`src/rtl/fp_add_sched_pkg.sv`:
```
`default_nettype none
// ============================================================================
//  Module      : fp_add_sched_pkg
//  Description : Shared definitions for the two-channel FP add/sub scheduler:
//                default pipeline depth, channel-id type, FP32 field widths
//                and the width of the per-channel outstanding counters.
//  Revision    : 1.0 - initial release
// ============================================================================
package fp_add_sched_pkg;

  // Default issue-to-result depth of the external add/sub pipeline.
  localparam int unsigned c_LATENCY_DEFAULT = 4;

  // Channel identifier: two channels, so a single bit.
  typedef logic ch_id_t;

  // IEEE-754 single-precision field widths.
  localparam int unsigned c_FP_SIGN_W = 1;
  localparam int unsigned c_FP_EXP_W  = 8;
  localparam int unsigned c_FP_MAN_W  = 23;
  localparam int unsigned c_FP_W      = c_FP_SIGN_W + c_FP_EXP_W + c_FP_MAN_W;

  // Outstanding-operation counter width; LATENCY <= 8 always fits.
  localparam int unsigned c_CNT_W = 4;

endpackage : fp_add_sched_pkg
`default_nettype wire

```
`src/rtl/fp_rr_arb2.sv`:
```
`default_nettype none
// ============================================================================
//  Module      : fp_rr_arb2
//  Description : Two-requester round-robin arbiter with a 1-bit priority
//                pointer. On contention the pointer channel wins; after any
//                grant to channel k the pointer moves to channel 1-k.
//  Ports       : clk, rst_n      - clock, async active-low reset
//                eligible[1:0]   - per-channel request (already qualified)
//                grant[1:0]      - one-hot (or zero) grant, combinational
//  Revision    : 1.0 - initial release
// ============================================================================
module fp_rr_arb2
  import fp_add_sched_pkg::*;
(
  input  logic       clk,
  input  logic       rst_n,
  input  logic [1:0] eligible,
  output logic [1:0] grant
);

  ch_id_t ptr_q;
  ch_id_t ptr_d;

  always_comb begin
    grant = 2'b00;
    ptr_d = ptr_q;
    unique case (eligible)
      2'b01:   grant = 2'b01;
      2'b10:   grant = 2'b10;
      2'b11:   grant = ptr_q ? 2'b10 : 2'b01;
      default: grant = 2'b00;
    endcase
    // Hand priority to the other channel after a grant; hold otherwise.
    if (grant[0]) ptr_d = 1'b1;
    if (grant[1]) ptr_d = 1'b0;
  end

  always_ff @(posedge clk or negedge rst_n) begin
    if (!rst_n) begin
      ptr_q <= 1'b0;
    end else begin
      ptr_q <= ptr_d;
    end
  end

endmodule : fp_rr_arb2
`default_nettype wire

```
`src/rtl/fp_add_sched.sv`:
```
`default_nettype none
// ============================================================================
//  Module      : fp_add_sched
//  Description : Issue scheduler for a shared LATENCY-deep FP32 add/sub
//                pipeline serving two request/response channels. Tracks
//                {valid, channel} for every pipeline slot, routes the final
//                stage result to its channel and stalls the whole pipeline
//                while the head result is not accepted.
//  Ports       : clk, rst_n                   - clock, async active-low reset
//                req_valid/req_ready[1:0]     - per-channel request handshake
//                req_a0/req_b0/req_a1/req_b1  - FP32 operands per channel
//                req_sub[1:0]                 - 1 = subtract
//                ch_en[1:0]                   - channel enable for new grants
//                pipe_en                      - global datapath advance enable
//                issue_valid/_a/_b/_sub       - operands into datapath stage 1
//                res_in                       - datapath final-stage result
//                rsp_valid/rsp_ready[1:0]     - per-channel response handshake
//                rsp_data                     - response data (= res_in)
//                inflight0/inflight1          - outstanding ops per channel
//                idle                         - nothing in flight
//  Revision    : 1.0 - initial release
// ============================================================================
module fp_add_sched
  import fp_add_sched_pkg::*;
#(
  parameter int unsigned LATENCY = c_LATENCY_DEFAULT  // legal range 2..8
) (
  input  logic                clk,
  input  logic                rst_n,
  input  logic [1:0]          req_valid,
  output logic [1:0]          req_ready,
  input  logic [c_FP_W-1:0]   req_a0,
  input  logic [c_FP_W-1:0]   req_b0,
  input  logic [c_FP_W-1:0]   req_a1,
  input  logic [c_FP_W-1:0]   req_b1,
  input  logic [1:0]          req_sub,
  input  logic [1:0]          ch_en,
  output logic                pipe_en,
  output logic                issue_valid,
  output logic [c_FP_W-1:0]   issue_a,
  output logic [c_FP_W-1:0]   issue_b,
  output logic                issue_sub,
  input  logic [c_FP_W-1:0]   res_in,
  output logic [1:0]          rsp_valid,
  input  logic [1:0]          rsp_ready,
  output logic [c_FP_W-1:0]   rsp_data,
  output logic [c_CNT_W-1:0]  inflight0,
  output logic [c_CNT_W-1:0]  inflight1,
  output logic                idle
);

  // Tracking shift register, one entry per datapath stage.
  logic [LATENCY-1:0] vld_q;
  logic [LATENCY-1:0] tag_q;

  logic               w_head_vld;
  ch_id_t             w_head_tag;
  logic [1:0]         w_eligible;
  logic [1:0]         w_grant;
  ch_id_t             w_grant_ch;
  logic [1:0]         w_req_xfer;
  logic [1:0]         w_rsp_xfer;
  logic [c_CNT_W-1:0] w_inflight [2];

  assign w_head_vld = vld_q[LATENCY-1];
  assign w_head_tag = tag_q[LATENCY-1];

  // The pipeline only stalls when a valid head result is refused.
  assign pipe_en = !w_head_vld | rsp_ready[w_head_tag];

  // rst_n gates eligibility so no handshake is offered while in reset.
  assign w_eligible = req_valid & ch_en & {2{pipe_en & rst_n}};

  fp_rr_arb2 u_arb (
    .clk      (clk),
    .rst_n    (rst_n),
    .eligible (w_eligible),
    .grant    (w_grant)
  );

  assign req_ready   = w_grant;
  assign w_grant_ch  = w_grant[1];
  assign issue_valid = |w_grant;
  assign issue_a     = w_grant_ch ? req_a1 : req_a0;
  assign issue_b     = w_grant_ch ? req_b1 : req_b0;
  assign issue_sub   = req_sub[w_grant_ch];

  assign rsp_data = res_in;
  assign idle     = ~|vld_q;

  always_ff @(posedge clk or negedge rst_n) begin
    if (!rst_n) begin
      vld_q <= '0;
      tag_q <= '0;
    end else if (pipe_en) begin
      vld_q <= {vld_q[LATENCY-2:0], issue_valid};
      tag_q <= {tag_q[LATENCY-2:0], w_grant_ch};
    end
  end

  for (genvar k = 0; k < 2; k++) begin : g_ch
    logic [c_CNT_W-1:0] cnt_q;

    assign rsp_valid[k]  = w_head_vld & (w_head_tag == ch_id_t'(k));
    assign w_req_xfer[k] = req_valid[k] & req_ready[k];
    assign w_rsp_xfer[k] = rsp_valid[k] & rsp_ready[k];

    always_ff @(posedge clk or negedge rst_n) begin
      if (!rst_n) begin
        cnt_q <= '0;
      end else begin
        unique case ({w_req_xfer[k], w_rsp_xfer[k]})
          2'b10:   cnt_q <= cnt_q + c_CNT_W'(1);
          2'b01:   cnt_q <= cnt_q - c_CNT_W'(1);
          default: cnt_q <= cnt_q;
        endcase
      end
    end

    assign w_inflight[k] = cnt_q;
  end

  assign inflight0 = w_inflight[0];
  assign inflight1 = w_inflight[1];

endmodule : fp_add_sched
`default_nettype wire

```
`config.mk`:
```
export PLATFORM = sky130hd
export DESIGN_NAME = fp_add_sched
export DESIGN_NICKNAME = d
export VERILOG_FILES = /design/src/rtl/fp_add_sched_pkg.sv /design/src/rtl/fp_rr_arb2.sv /design/src/rtl/fp_add_sched.sv
export SDC_FILE = /design/constraint.sdc
export NUM_CORES = 1
export LEC_CHECK = 0
export CORE_AREA = 2 2 108 110
export DETAILED_ROUTE_END_ITERATION = 16
export DIE_AREA = 0 0 110 112
export PLACE_DENSITY = 0.76
export RECOVER_POWER = 25
export SYNTH_ARGS = -nofsm -noshare
export SYNTH_HDL_FRONTEND = slang
export SYNTH_SLANG_ARGS = --single-unit
```
`constraint.sdc`:
```
create_clock -name clk -period 3.4 [get_ports clk]
set_input_delay 0.34 -clock clk [delete_from_list [all_inputs] [get_ports clk]]
set_output_delay 0.34 -clock clk [all_outputs]
set_load 0.01 [all_outputs]
```
==> results_dict.tcl <==
set metrics [dict create \
    clk_latency_ns 0.25 \
    grt_pass1_wl_mm 13.2 \
    syn_area_um2 2040 \
    multi_input_area_um2 1310 \
    yosys.area.top_type "mux2_2" \
    seq_area_frac_synth 0.209 \
    routedWlPerCell_um 17.2 \
    top_usage_layer "met2" \
    core-area_um2 11200 \
    rows 39 \
    skew_ns 0.00277 \
    clk_path_buf_depth 2 \
    dr.pass1.iters 4 \
    synth_top_area_share 0.298 \
    crit_path_end_kind "output pin" \
    io_pins 282 \
    final_cell_mix "216 x clkdlybuf4s50_1, 54 x mux2_2, 17 x mux2_4, 17 x dfrtp_1, 7 x xor2_1" \
    crit_type "in -> out" \
    synth_nets 367 \
    seqCellArea_um2 425 \
    ys_top_cells_by_area "mux2_2 30%, dfrtp_1 21%, mux2_4 13%" \
    leakage_nw 1.71 \
    timing.fmax_mhz 336 \
    hp-class "in -> async" \
    final_nets 552 \
    areaGrowthSynthToFinish_pct 106 \
    drc 0 \
    fin_crit_ns 2.97 \
    met1_usage 0.181 \
    ant_nets 0 \
    synth_flop_cell "dfrtp_1" \
    avgSynthCellArea_um2 10.7 \
    viasPerCell 4.30 \
    grt-ovfl-total 0 \
    crit_path_max_fanout 30 \
    die_w_um 110 \
    instances_no_fill 518 \
    async_flop_share 1.00 \
    tritoncts "done" \
    grt_pass1_vias 2419 \
    ys_warn_count 0 \
    max-cap-violations 0 \
    gp_congestion 0.967 \
    drive_above_1_share 0.213 \
    htreeDepth 1 \
    portBuffers 217 \
    diodes 0 \
    ys_types 33 \
    synth-edff-count 0 \
    cts_setup_buffers 0 \
    met3_usage 0.0720 \
    setup_viol 0 \
    grt_antenna_before_repair 0 \
    initial_core_util 0.182 \
    slew_viol_final 0 \
    fin_crit_sh 0.874 \
    groute.usage.overall 0.138 \
    cts_sinks 17 \
    start_kind "input port" \
    slowest_delay_ns 0.50 \
    initialDrtViolationCount 69 \
    outcome "finished, final reports clean" \
    path_cells "clkdlybuf4s50_1, mux2i_2, nand2_4, nand2_4, buf_4, mux2_2, clkdlybuf4s50_1" \
    yosys_register_bits 17 \
    syn_inst 191 \
    post_cts_resize_count 0 \
    postCtsHoldBufs 0 \
    pwr_density_cell_nw_per_um2 360 \
    cts.clk_slew.worst_paths_ns 0.05 \
    cts-root-buf "clkbuf_16" \
    crit_required_ns 3.06 \
    grt_max_degree 40 \
    routed_wl_mm 8.92 \
    setup_tns_ns 0 \
    cp.arrival_ns 2.63 \
    vias 2226 \
    grt_util_met2 0.207 \
    final_common_cell "clkdlybuf4s50_1" \
    num-fill-cells 1061 \
    worst-path-buf-inv 3 \
    tightest_slew_ns 0.850 \
    irDropWorstVdd_uv 315 \
    crit_family "buffers and inverters" \
    hold_viol_final 0 \
    die_area_um2 12300 \
    hpwl_mm 7.54 \
    dp_cells 514 \
    die_h_um 112 \
    slew-limit-headroom 0.433 \
    numCtsBuffers 3 \
    cpMaxStageDelayCell "clkdlybuf4s50_1" \
    rsz0062_at_grt "false" \
]
-- worst paths after layout --
check,startpoint,end,slack [ns],depth (start not counted)
hold / removal,rst_n,u_arb.ptr_q,0.39,1
hold reg to reg,inflight0[3],inflight0[3],0.47,1
setup reg to reg,tag_q[3],inflight0[2],0.82,11
setup / recovery,rsp_ready[1],issue_b[9],0.43,7
max in group asynchronous,rst_n,vld_q[3],1.96,2
min in group clk,inflight0[3],inflight0[3],0.47,1
-- per-stage QoR --
stage                     total power [mW]  hold slack (ns)  setup WS [ns]  area (um2)  utilization
after floorplan                      0.806           0.0444           1.01        2040            -
after global placement                1.26            0.459          0.477        4130        0.369
after detailed placement              1.28            0.458          0.439        4130        0.369
after CTS                             1.53            0.322          0.424        4210        0.377
after global routing                  1.62            0.394          0.306        4210        0.376
final                                 1.51            0.392          0.428        4210        0.376
-- report_power, final --
group | leakage, nW | switching (mW) | internal (mW)
combinational | 1.46 | 0.324 | 0.570
clock | 0.0371 | 0.0813 | 0.159
sequential | 0.213 | 0.0970 | 0.282
-- cells in the mapped netlist, drive strengths merged, types with 3 or more instances --
cell type,n
a21oi,6
buf,39
dfrtp,17
ha,6
mux2,71
nand2,6
nand2b,3
nor2,4
nor2b,4
xnor2,3
xor2,7
-- logic make-up (layout without fill, tap and decap cells) --
logic type	Yosys count	count (layout)	share of synthesized area
multiplexers	72	72	0.430
adder cells (fa/ha/maj)	6	6	0.0368
AND/OR/NAND/NOR	29	29	0.0847
AO/OA/AOI/OAI	15	15	0.0467
flip-flops	17	17	0.209
XOR/XNOR	10	10	0.0430
buffers and inverters	42	226	0.150
-- state kept, by name, summed over array words and instances (netlist names) --
signal / count
inflight0: 4
inflight1: 4
tag_q: 4
vld_q: 4
u_arb.ptr_q: 1
-- metal layers --
metal  wire [um]  share of wire
met1        3860           0.43
met2        3900           0.44
met3        1070           0.12
met4          81         0.0091
met5           0              0
-- area by class of cell --
type | instances | area share
clock buffers | 3 | 0.0179
flip-flops and latches | 17 | 0.101
inverters | 2 | 0.00179
well taps | 143 | 0.0425
repair buffers | 220 | 0.524
multi-input cells | 132 | 0.311
clock inverters | 1 | 0.00179
Note: power is estimated with default switching activity, not from simulation.
